===== src/rtl/rr_arbiter8.sv =====
// ---------------------------------------------------------------------------
// rr_arbiter8 -- round-robin arbiter sharing one downstream resource among
// eight requesters.
//
// A grant is issued one cycle after a request is seen in IDLE. It is held until
// the owner releases it, its request drops, the arbiter is disabled, or the hold
// limit expires. Priority then rotates to the requester after the last owner.
// Exactly one idle cycle always separates two grants. This gives the downstream
// select lines a clean turnaround cycle.
//
// Parameters
//   MAX_HOLD   maximum consecutive grant cycles (0 = unlimited, 0..255)
//
// Ports
//   clk        rising-edge clock
//   rst_n      synchronous reset, active low
//   en         arbiter enable; low blocks new grants and releases the current one
//   req[7:0]   level-sensitive request vector, bit i = requester i
//   done       release strobe from the current owner (ignored while idle)
//   gnt[7:0]   registered one-hot grant, zero when idle
//   gnt_idx    binary index of the granted requester, zero when idle
//   gnt_valid  high while a grant is active
//   timeout    one-cycle pulse when a grant is force-released by the hold limit
// ---------------------------------------------------------------------------
module rr_arbiter8 #(
    parameter int unsigned MAX_HOLD = 16
) (
    input  logic       clk,
    input  logic       rst_n,
    input  logic       en,
    input  logic [7:0] req,
    input  logic       done,
    output logic [7:0] gnt,
    output logic [2:0] gnt_idx,
    output logic       gnt_valid,
    output logic       timeout
);

    typedef enum logic {
        ST_IDLE  = 1'b0,
        ST_GRANT = 1'b1
    } state_t;

    // The hold limit is compared against the count of cycles already held.
    // The count starts at 0 on the first grant cycle, so the last permitted
    // cycle is MAX_HOLD-1.
    localparam bit         HOLD_LIMIT_ON = (MAX_HOLD != 0);
    localparam logic [7:0] HOLD_LAST     = HOLD_LIMIT_ON ? 8'(MAX_HOLD - 1) : 8'd0;

    state_t      state_q;
    logic [7:0]  gnt_q;
    logic [2:0]  gnt_idx_q;
    logic        gnt_valid_q;
    logic        timeout_q;
    logic [2:0]  ptr_q;
    logic [7:0]  hold_cnt_q;

    logic [7:0]  hold_cnt_d;
    logic [2:0]  ptr_d;

    // Request vector rotated so that position 0 is the current priority
    // pointer. The first set bit of req_rot is the winner's offset from ptr.
    logic [7:0]  req_rot;
    logic        win_found;
    logic [2:0]  win_ofs;
    logic [2:0]  win_idx;

    generate
        for (genvar gi = 0; gi < 8; gi++) begin : g_rot
            assign req_rot[gi] = req[ptr_q + 3'(gi)];
        end
    endgenerate

    always_comb begin
        win_found = 1'b0;
        win_ofs   = 3'd0;
        // Scan from the far end so that the lowest offset is the final assignment.
        for (int k = 7; k >= 0; k--) begin
            if (req_rot[k]) begin
                win_found = 1'b1;
                win_ofs   = 3'(k);
            end
        end
    end

    assign win_idx = ptr_q + win_ofs;

    // Release causes while a grant is held
    logic rel_done;
    logic rel_req;
    logic rel_en;
    logic rel_hold;
    logic rel_any;

    assign rel_done = done;
    assign rel_req  = ~req[gnt_idx_q];
    assign rel_en   = ~en;
    assign rel_hold = HOLD_LIMIT_ON && (hold_cnt_q == HOLD_LAST);
    assign rel_any  = rel_done | rel_req | rel_en | rel_hold;

    // Saturating hold counter and the rotated pointer applied on release
    assign hold_cnt_d = (hold_cnt_q == 8'hFF) ? hold_cnt_q : hold_cnt_q + 8'd1;
    assign ptr_d      = gnt_idx_q + 3'd1;

    always_ff @(posedge clk) begin
        if (!rst_n) begin
            state_q     <= ST_IDLE;
            gnt_q       <= 8'h00;
            gnt_idx_q   <= 3'd0;
            gnt_valid_q <= 1'b0;
            timeout_q   <= 1'b0;
            ptr_q       <= 3'd0;
            hold_cnt_q  <= 8'd0;
        end else begin
            timeout_q <= 1'b0;
            case (state_q)
                ST_IDLE: begin
                    if (en && win_found) begin
                        state_q     <= ST_GRANT;
                        gnt_q       <= 8'b1 << win_idx;
                        gnt_idx_q   <= win_idx;
                        gnt_valid_q <= 1'b1;
                        hold_cnt_q  <= 8'd0;
                    end
                end
                ST_GRANT: begin
                    if (rel_any) begin
                        state_q     <= ST_IDLE;
                        gnt_q       <= 8'h00;
                        gnt_idx_q   <= 3'd0;
                        gnt_valid_q <= 1'b0;
                        ptr_q       <= ptr_d;
                        // Flag only a release that the hold limit alone forced
                        timeout_q   <= rel_hold & ~(rel_done | rel_req | rel_en);
                    end else begin
                        hold_cnt_q  <= hold_cnt_d;
                    end
                end
                default: begin
                    state_q <= ST_IDLE;
                end
            endcase
        end
    end

    assign gnt       = gnt_q;
    assign gnt_idx   = gnt_idx_q;
    assign gnt_valid = gnt_valid_q;
    assign timeout   = timeout_q;

endmodule


===== config.mk =====
export PLATFORM = sky130hd
export DESIGN_NAME = rr_arbiter8
export DESIGN_NICKNAME = d
export VERILOG_FILES = /design/src/rtl/rr_arbiter8.sv
export SDC_FILE = /design/constraint.sdc
export NUM_CORES = 1
export LEC_CHECK = 0
export CAP_MARGIN = 20
export CORE_MARGIN = 1.5
export CORE_UTILIZATION = 40
export CTS_BUF_LIST = sky130_fd_sc_hd__clkbuf_8
export DETAILED_ROUTE_END_ITERATION = 12
export GPL_TIMING_DRIVEN = 0
export PLACE_DENSITY = 0.63
export SLEW_MARGIN = 20
export SYNTH_ARGS = -nofsm -noshare
export SYNTH_HDL_FRONTEND = slang
export SYNTH_SLANG_ARGS = --single-unit

===== constraint.sdc =====
create_clock -name clk -period 3.2 [get_ports clk]
set_input_delay 0.32 -clock clk [delete_from_list [all_inputs] [get_ports clk]]
set_output_delay 0.32 -clock clk [all_outputs]
set_load 0.02 [all_outputs]

==> After elaboration in Yosys (flattened, before gate mapping) <==
Cells that the tools add are included.
{ "totals": {"reg_bits": 25, "inputBits": 12, "output_inout_bits": 13} }
{ "op_classes": {"addsub": 10, "order_cmp": 9, "n_eq_ne": 6, "n_shift": 1, "muxes": 50, "n_bitwise": 8, "reduce_logical": 5} }
{ "op_table": {"columns": ["op", "n"], "rows": [
  ["$mux W8", 5],
  ["$lt A3 B4 Y1 const B", 9],
  ["$pmux W8 S2", 2],
  ["$mux W3", 10],
  ["$bmux W1 S3", 9],
  ["$mux W1", 21],
  ["$add A3 B3 Y3 const B", 4],
  ["$add A8 B1 Y8 const B", 1],
  ["$eq A8 B4 Y1 const B", 1],
  ["$eq A8 B8 Y1 const B", 1],
  ["$shl A1 B3 Y8 const A", 1],
  ["$add A3 B1 Y3 const B", 2],
  ["$add A3 B2 Y3 const B", 2],
  ["$ne A2 B2 Y1 const B", 3],
  ["$pmux W3 S2", 1],
  ["$reduce_and A3 Y1", 2],
  ["$not A1 Y1", 4],
  ["$pmux W1 S2", 2],
  ["$reduce_and A2 Y1", 2],
  ["$add A3 B3 Y3", 1],
  ["$or A1 B1 Y1", 3],
  ["$ne A2 B1 Y1 const B", 1],
  ["$and A1 B1 Y1", 1],
  ["$logic_and A1 B1 Y1", 1]
]} }

==> Depth between registers and ports, before layout <==
Gate-level depths: netlist of run 1.
{ "depth": {"depth_word": 15, "mapped_depth": 17, "ltp_nobuf": 15} }

==> Worst setup path before layout of run 1 <==
Ideal clock, no wire load.
{ "synth_timing": {"path_type": "reg-to-reg", "startpoint": "register ptr_q[0]", "endpoint": "register gnt_q[6], in the netlist gnt[6]", "setup_ns": 0.059, "arrival_ns": 3.275, "t_required_ns": 3.141, "slack_ns": -0.134, "path_stages_with_launch": 17, "path_buffers": 2, "period_less_slack_ns": 3.334, "path_cell_list": "dfxtp_1 -> buf_6 -> inv_1 -> ha_1 -> buf_2 -> mux2i_1 -> mux2i_1 -> o221a_2 -> nand2_1 -> a221oi_1 -> o21ai_0 -> a31oi_1 -> ha_1 -> inv_1 -> fa_1 -> nor4_1 -> a22o_1"} }
{ "synth_via": {"elab_chain_len": 15, "word_cells_on_any_way": 46, "cone_classes": "add/sub (8); eq/ne (1); shift (1); mux (34); reduce/logical (2)"} }
{ "synth_lines": {"columns": ["item", "line_no", "text"], "rows": [
  ["start, declared", "55", "logic [2:0] ptr_q;"],
  ["start signal, assigned", "132", "ptr_q <= ptr_d;"],
  ["$add A3 B3 Y3", "70", "assign req_rot[gi] = req[ptr_q + 3'(gi)];"],
  ["$bmux W1 S3", "70", null],
  ["$mux W1 (not written as such)", "70", null],
  ["$mux W3 (8 in a row)", "79", "if (req_rot[k]) begin"],
  ["$add A3 B3 Y3", "86", "assign win_idx = ptr_q + win_ofs;"],
  ["$shl A1 B3 Y8", "120", "gnt_q <= 8'b1 << win_idx;"],
  ["$mux W8", "118", "if (en && win_found) begin"],
  ["$pmux W8 S2", "116", "case (state_q)"],
  ["end signal, assigned", "120", null],
  ["end, declared", "51", "logic [7:0] gnt_q;"]
]} }
Several ways; a longest one is shown, not always the timed one. The select of a mux whose other input is x is not followed.
A chain may end at the register's enable or synchronous reset.

==> Worst setup path in the final report of run 1 <==
{ "layout_timing": {"startpoint": "register ptr_q[0]", "endpoint": "register gnt_q[4], in the netlist gnt[4]"} }
Same word-level chain as after synthesis.

==> summary.md, run 1 <==
| Metric | Value |
|---|---|
| Placer Congestion | `0.8196` |
| GRT Residual Overflow | `0` |
| R2R cell count | `15` |
| Setup crit start | `ptr_q[0]$_SDFFE_PN0P_` |
| Final instance area | `2480 um2` |
| Area grow syn2layout | `33.38%` |
| Synthesis-stage register bit count | `25` |
| Sequential fraction of the synthesis area | `26.92%` |
| Worst Min Path Start | `gnt_valid$_SDFFE_PN0P_` |
| Data arrival, critical path | `3.42 ns` |
| Final worst path period share | `100.3%` |
| Worst slew pin tran | `0.4975 ns` |
| WHS Path Cells | `2` |
| Pin count of the biggest net entering global routing | `14` |
| Initial antenna violation count | `0` |
| Sequential Area | `503.0 um2` |
| Worst vdd ir | `0.2146 mV` |
| Clk slew on worst S/H paths | `0.08 ns` |
| Clk_skew | `0.002091 ns` |
| Initial DRT Pass Iterations | `4` |
| Final-stage net count | `259` |
| Vias per cell | `5.760` |
| Root buf cell | `clkbuf_8` |
| Max frequency | `311.5 MHz` |
| DP Area | `2176 um2` |
| Layout cells sized above 1 | `31.67%` |
| GRT Overall Usage | `18.56%` |
| Die ar. | `5066 um2` |
| Critical path class | `register to register` |
| Failing checks | `negative setup slack` |
| Final worst setup slack | `-0.009952 ns` |
| Post-Place Cells | `270` |
| Worst Setup Start Kind | `register` |
| Setup-failing EPs final | `6` |
| Power Dens Cells | `361.7 nW/um2` |
| Sink Count | `25` |
| Yosys warnings | `0` |
| Share of async-settable or async-resettable flops after synthesis | `0%` |
| Hold worst-path end | `gnt_valid$_SDFFE_PN0P_` |
| Post-DP HPWL | `3118 um` |
| Core ar. | `4414 um2` |
| Reg2reg start | `ptr_q[0]$_SDFFE_PN0P_` |
| Synthesized area per cell | `9.584 um2` |
| Final Hold Fails | `0` |
| H-tree depth | `1` |
| I/O pin total | `25` |
| Number of synthesized flops with an enable pin | `0` |
| Area of the multi-input gates | `1384 um2` |
| Fin cells | `292` |
| Diode count | `0` |
| Avg WL per Cell | `15.93 um` |
| Most frequent cells in the layout | `dfxtp_1, clkdlybuf4s50_1, buf_4` |
| Num rows | `24` |
| 1st-iter DRT viols | `62` |
| DRC violations left | `0` |
| R2R Setup Slk | `-0.01 ns` |
| Reg2Reg Capture Point | `gnt[4]$_SDFFE_PN0P_` |
| Routed WL | `4652 um` |
| Synthesized area | `1859 um2` |
| Die width | `71.18 um` |
| CP Capture Type | `register` |
| Die Span Y | `71.18 um` |
| Initial core utilization | `42.12%` |
| Clock Latency Late Sink | `0.26 ns` |
| Cts bufs inserted | `3` |
| Min cycle time layout | `3.210 ns` |
| CP Max Fanout | `5` |
| Worst rel slew slack | `66.83%` |
| RSZ-0062 raised after global routing | `true` |
| Filler cells | `383` |
| Setup TNS | `-0.04033 ns` |
| Max-Cap Viols | `0` |
| Hold Path Class | `register to register` |
| Post-synthesis cell type count | `54` |
| Deepest clock path buffer count | `2` |
| Remaining antenna violation count | `0` |
| Post-Synthesis Cells | `194` |
| Lkg Pwr | `0.9131 nW` |
| Port-buffer cells | `24` |
| Outcome | `finished with violations` |
| First-pass GRT wire length | `7645 um` |
| Vias in the first global route | `1610` |
| CP required | `3.41 ns` |
| Post-synth top flop | `dfxtp_1` |
| Syn nets | `212` |
| Worst Hold Margin | `0.4668 ns` |
| Vias | `1682` |
| Max Slew Vio Count | `0` |
| CTS tree | `yes` |
flip-flops by register name (all words and copies together) (netlist names):
signal / count
state_q: 1
gnt_idx: 3
ptr_q: 3
gnt_valid: 1
gnt: 8
hold_cnt_q: 8
timeout: 1
power by group:
part / switching [mW] / total, mW / internal [mW]
clock network: 0.0934 / 0.179 / 0.0857
logic: 0.190 / 0.383 / 0.192
registers: 0.0108 / 0.335 / 0.324
total: 0.295 / 0.897 / 0.602
worst max-delay path: stages (launching register included):
cell and delay, ns:
dfxtp_2 0.35, buf_6 0.11, inv_4 0.04, ha_4 0.28, mux2i_4 0.21, mux2i_2 0.19, o221a_2 0.25, nand2_2 0.06
a221oi_2 0.25, o21ai_1 0.10, a31oi_1 0.16, ha_2 0.19, inv_2 0.03, fa_2 0.58, and4_1 0.22, a22o_1 0.12
worst max-delay path by stage:
stage / slack [ns] / to / cells past startpoint
detailed placement: -0.39 / gnt[1]$_SDFFE_PN0P_ / 16
global placement: -0.37 / gnt[1]$_SDFFE_PN0P_ / 16
floorplan: 0.02 / gnt[2]$_SDFFE_PN0P_ / 15
CTS: -0.12 / gnt[1]$_SDFFE_PN0P_ / 17
global route: -0.18 / gnt[1]$_SDFFE_PN0P_ / 16
finish: -0.01 / gnt[4]$_SDFFE_PN0P_ / 15
layer usage:
layer  wire [um]  up-vias  track usage [%]
met5           0        -                0
met4          11        0            2.516
met3         138        2            3.276
met2        2324       29            31.17
met1        2178      828            25.67
li1            -      823                -
synthesized netlist by cell type (3+ instances only):
cell type	n	area, um2
inv_1	8	30.03
mux2i_1	12	120.1
and3_1	4	25.02
nor3_1	4	20.02
a22o_1	6	52.55
nor2_1	17	63.81
clkbuf_1	4	15.01
nand2b_1	4	25.02
o221a_2	3	33.78
dfxtp_1	25	500.5
nand2_1	13	48.80
a21oi_1	11	55.05
nand4_1	3	18.77
o21a_1	3	22.52
ha_1	5	62.56
mux4_2	10	225.2
xnor2_1	7	61.31
nand3_1	10	50.05
xor2_1	3	26.28
buf_2	3	15.01
through the flow:
step	util, %	total power, mW	worst slack (ns)
2_1_floorplan	-	0.5512	0.02119
3_3_place_gp	49.29	0.6327	-0.3662
6_report	56.18	0.8969	-0.009952
4_1_cts	54.68	0.8731	-0.1232
3_5_place_dp	49.29	0.6337	-0.3932
5_1_grt	56.18	0.9494	-0.1765
cell type report:
cell class              count  share of cell area [%]
clock buffers               3                   1.665
clock inverters             1                  0.1514
well taps                  52                   2.624
flip-flops and latches     25                   20.28
inverters                   9                   1.564
repair buffers             43                   15.54
multi-input cells         150                   55.80
plain buffers               9                   2.371
timing repair:
action | CTS | global route
hold buffers | 0 | 0
pin swaps | 11 | 11
gates resized for setup | 20 | 14
endpoints found under the setup margin | 10 | 10
buffers inserted | 16 | 3
cells by family (layout without fill, tap and decap cells):
family                   after synthesis  count (layout)  share of synthesized area (%)
AO/OA/AOI/OAI                         39              39                          16.29
multiplexers                          26              26                          22.14
XOR/XNOR                              11              11                          5.586
flip-flops                            25              25                          26.92
buffers and inverters                 19              65                          5.047
AND/OR/NAND/NOR                       68              68                          19.58
adder cells (fa/ha/maj)                6               6                          4.441
Note: power is estimated with default switching activity, not from simulation.
==> inputs of run 2 (changes only) <==
--- a/config.mk
+++ b/config.mk
@@ -6,12 +6,12 @@
 export NUM_CORES = 1
 export LEC_CHECK = 0
 export CAP_MARGIN = 20
-export CORE_MARGIN = 1.5
+export CORE_MARGIN = 8
 export CORE_UTILIZATION = 40
 export CTS_BUF_LIST = sky130_fd_sc_hd__clkbuf_8
 export DETAILED_ROUTE_END_ITERATION = 12
 export GPL_TIMING_DRIVEN = 0
-export PLACE_DENSITY = 0.63
+export PLACE_DENSITY = 0.6
 export SLEW_MARGIN = 20
 export SYNTH_ARGS = -nofsm -noshare
 export SYNTH_HDL_FRONTEND = slang
==> constraint.sdc (replaced) <==
create_clock -name clk -period 3.3 [get_ports clk]
set_input_delay 0.33 -clock clk [delete_from_list [all_inputs] [get_ports clk]]
set_output_delay 0.33 -clock clk [all_outputs]
set_load 0.02 [all_outputs]
==> run 2 against run 1 <==
Compared with the run above:
- the flow now finishes without violations
- non-clock buffer count shrank 4
- clock power is essentially flat
- global-route usage shrank 5.3 points
- critical path depth shrank 2
- sequential power shrank 2%
- clock skew grew 0.0050 ns
- combinational power shrank 9.4%
- total power shrank 4.6%
- final area shrank 2.7%
- largest power group unchanged
==> summary.md, run 2 (synthesis results as in run 1) <==
| Metric | Value |
|---|---|
| Outcome | `complete, no violations` |
| Initial core utilization | `40.44% (-1.7 points)` |
| Worst path top cell family by delay | `multiplexers` |
| GRT Overall Usage | `13.23% (-5.3 points)` |
| DRC violations left | `0 (unchanged)` |
| Setup crit start | `ptr_q[0]$_SDFFE_PN0P_` |
| Most common cell after layout, fill and taps aside | `clkdlybuf4s50_1` |
| Worst Path Buf+Inv | `4 (+1)` |
| Critical path endpoint | `gnt[2]$_SDFFE_PN0P_` |
| Most frequent cells in the layout | `clkdlybuf4s50_1, dfxtp_1, buf_4` |
| R2R Setup Slk | `0.17 ns (+0.18 ns)` |
| CTS tree | `yes` |
| Final Hold Fails | `0 (unchanged)` |
| Reg2Reg Capture Point | `gnt[2]$_SDFFE_PN0P_` |
| Filler cells | `438 (+14%)` |
| Power Dens Cells | `354.5 nW/um2 (-2.0%)` |
| 1st-iter DRT viols | `97 (+56%)` |
| Worst vdd ir | `0.2202 mV (+2.6%)` |
| CP required | `3.52 ns (+0.11 ns)` |
| Pin count of the biggest net entering global routing | `15 (+1)` |
| Crit. path cell count | `13 (-2)` |
| Fin cells | `290 (-0.68%)` |
| Initial antenna violation count | `0 (unchanged)` |
| Diode count | `0 (unchanged)` |
| Die ar. | `7085 um2 (+40%)` |
| Final-stage net count | `255 (-1.5%)` |
| Min cycle time layout | `3.132 ns (-0.07845 ns)` |
| First-pass GRT wire length | `7962 um (+4.1%)` |
| CP Capture Type | `register` |
| Vias per cell | `5.724 (-0.63%)` |
| RSZ-0062 raised after global routing | `false` |
| Core ar. | `4598 um2 (+4.2%)` |
| Worst Setup Start Kind | `register` |
| Vias in the first global route | `1692 (+5.1%)` |
| Worst-path cell with the longest stage delay | `mux4_2` |
| Post-DP HPWL | `3324 um (+6.6%)` |
| Num rows | `25 (+4.2%)` |
| Die Span Y | `84.18 um (+18%)` |
| Post-Place Cells | `272 (+0.74%)` |
| Area grow syn2layout | `29.81%` |
| Clk slew on worst S/H paths | `0.09 ns (about the same)` |
| Max frequency | `319.3 MHz (+2.5%)` |
| Max-Cap Viols | `0 (unchanged)` |
| Vias | `1660 (-1.3%)` |
| Deepest clock path buffer count | `2 (unchanged)` |
| Root buf cell | `clkbuf_8` |
| Routed WL | `4788 um (+2.9%)` |
| Lkg Pwr | `0.8867 nW (-2.9%)` |
| Clock Latency Late Sink | `0.27 ns (about the same)` |
| Sequential Area | `503.0 um2 (unchanged)` |
| Cell Chain, Critical Path | `buf_6, buf_4, buf_2, mux4_2, mux2i_1, a221oi_2, o21ai_1, a31oi_1, ha_2, inv_2, fa_2, nor4_2, a22o_1` |
| Die width | `84.18 um (+18%)` |
| Setup-failing EPs final | `0 (-6)` |
| Area of the multi-input gates | `1351 um2 (-2.4%)` |
| Avg WL per Cell | `16.51 um (+3.6%)` |
| I/O pin total | `25 (unchanged)` |
| Sink Count | `25 (unchanged)` |
| R2R cell count | `13 (-2)` |
| End-of-flow core utilization | `52.49% (-3.7 points)` |
| Final worst path period share | `94.89% (-5.4 points)` |
| GRT Residual Overflow | `0 (unchanged)` |
| Slowest Stage Delay on Critical Path | `0.55 ns (-0.03 ns)` |
| Worst slew pin tran | `0.5171 ns (+0.01966 ns)` |
| Reg2reg start | `ptr_q[0]$_SDFFE_PN0P_` |
| Layout cells sized above 1 | `29.66% (-2.0 points)` |
| Worst rel slew slack | `65.52% (-1.3 points)` |
| WHS Path Cells | `1 (-1)` |
| Port-buffer cells | `24 (unchanged)` |
| Power Total | `855.5 uW (-4.6%)` |
| Remaining antenna violation count | `0 (unchanged)` |
| H-tree depth | `1 (unchanged)` |
| Clk_skew | `0.007104 ns (+0.005012 ns)` |
| Critical path class | `register to register` |
| Placer Congestion | `0.7806 (-4.8%)` |
| Initial DRT Pass Iterations | `4 (unchanged)` |
| Data arrival, critical path | `3.35 ns (-0.07 ns)` |
| Hold Path Class | `register to register` |
| Max Slew Vio Count | `0 (unchanged)` |
| Cts bufs inserted | `3 (unchanged)` |
| CP Max Fanout | `10 (+5)` |
## run 2: per-stage QoR
| stage | hold WS (ns) | instance area [um2] | TNS, ns | setup WS (ns) |
|---|---|---|---|---|
| after global routing | 0.5004 | 2414 | 0 | 0.003804 |
| after CTS | 0.4743 | 2386 | -0.02771 | -0.01395 |
| after detailed placement | 0.4519 | 2173 | -3.115 | -0.4209 |
| after global placement | 0.4499 | 2173 | -2.977 | -0.4015 |
| after floorplan | 0.4561 | 1866 | 0 | 0.002190 |
| final | 0.4689 | 2414 | 0 | 0.1685 |
## run 2: repair_timing
action / 4_1_cts / 5_1_grt
buffers inserted: 13 / 3
pin swaps: 12 / 6
resized for setup: 21 / 7
setup endpoints to repair: 10 / 10
hold buffers: 0 / 0
## run 2: layout make-up
cell class	instances	share of cell area (%)
Inverter	9	1.607
Multi-Input combinational cell	150	55.99
Buffer	8	1.918
Tap cell	54	2.799
Sequential cell	25	20.84
Clock inverter	1	0.2074
Clock buffer	3	1.711
Timing Repair Buffer	40	14.93
## run 2: worst min path at each step
stage | start | to | slack (ns)
after global placement | gnt[3]$_SDFFE_PN0P_ | gnt[3]$_SDFFE_PN0P_ | 0.45
after detailed placement | gnt[3]$_SDFFE_PN0P_ | gnt[3]$_SDFFE_PN0P_ | 0.45
after global routing | gnt_valid$_SDFFE_PN0P_ | gnt_valid$_SDFFE_PN0P_ | 0.50
after floorplan | hold_cnt_q[1]$_SDFFE_PN0P_ | hold_cnt_q[1]$_SDFFE_PN0P_ | 0.46
after CTS | gnt_valid$_SDFFE_PN0P_ | gnt_valid$_SDFFE_PN0P_ | 0.47
final | gnt[3]$_SDFFE_PN0P_ | gnt[3]$_SDFFE_PN0P_ | 0.47
## run 2: report_power, final
part | leakage (nW) | total [mW] | switching, mW | internal [mW]
Clock | 0.0255 | 0.182 | 0.0974 | 0.0846
Sequential | 0.203 | 0.327 | 0.0122 | 0.314
Combinational | 0.658 | 0.347 | 0.174 | 0.172
## run 2: layer usage
layer  vias to the layer above  GRT usage (%)  wire length [um]
met5                         -              0                 0
met4                         0          3.925                65
met3                         7          2.904               142
met2                        28          21.52              2278
met1                       811          16.97              2302
li1                        814              -                 -
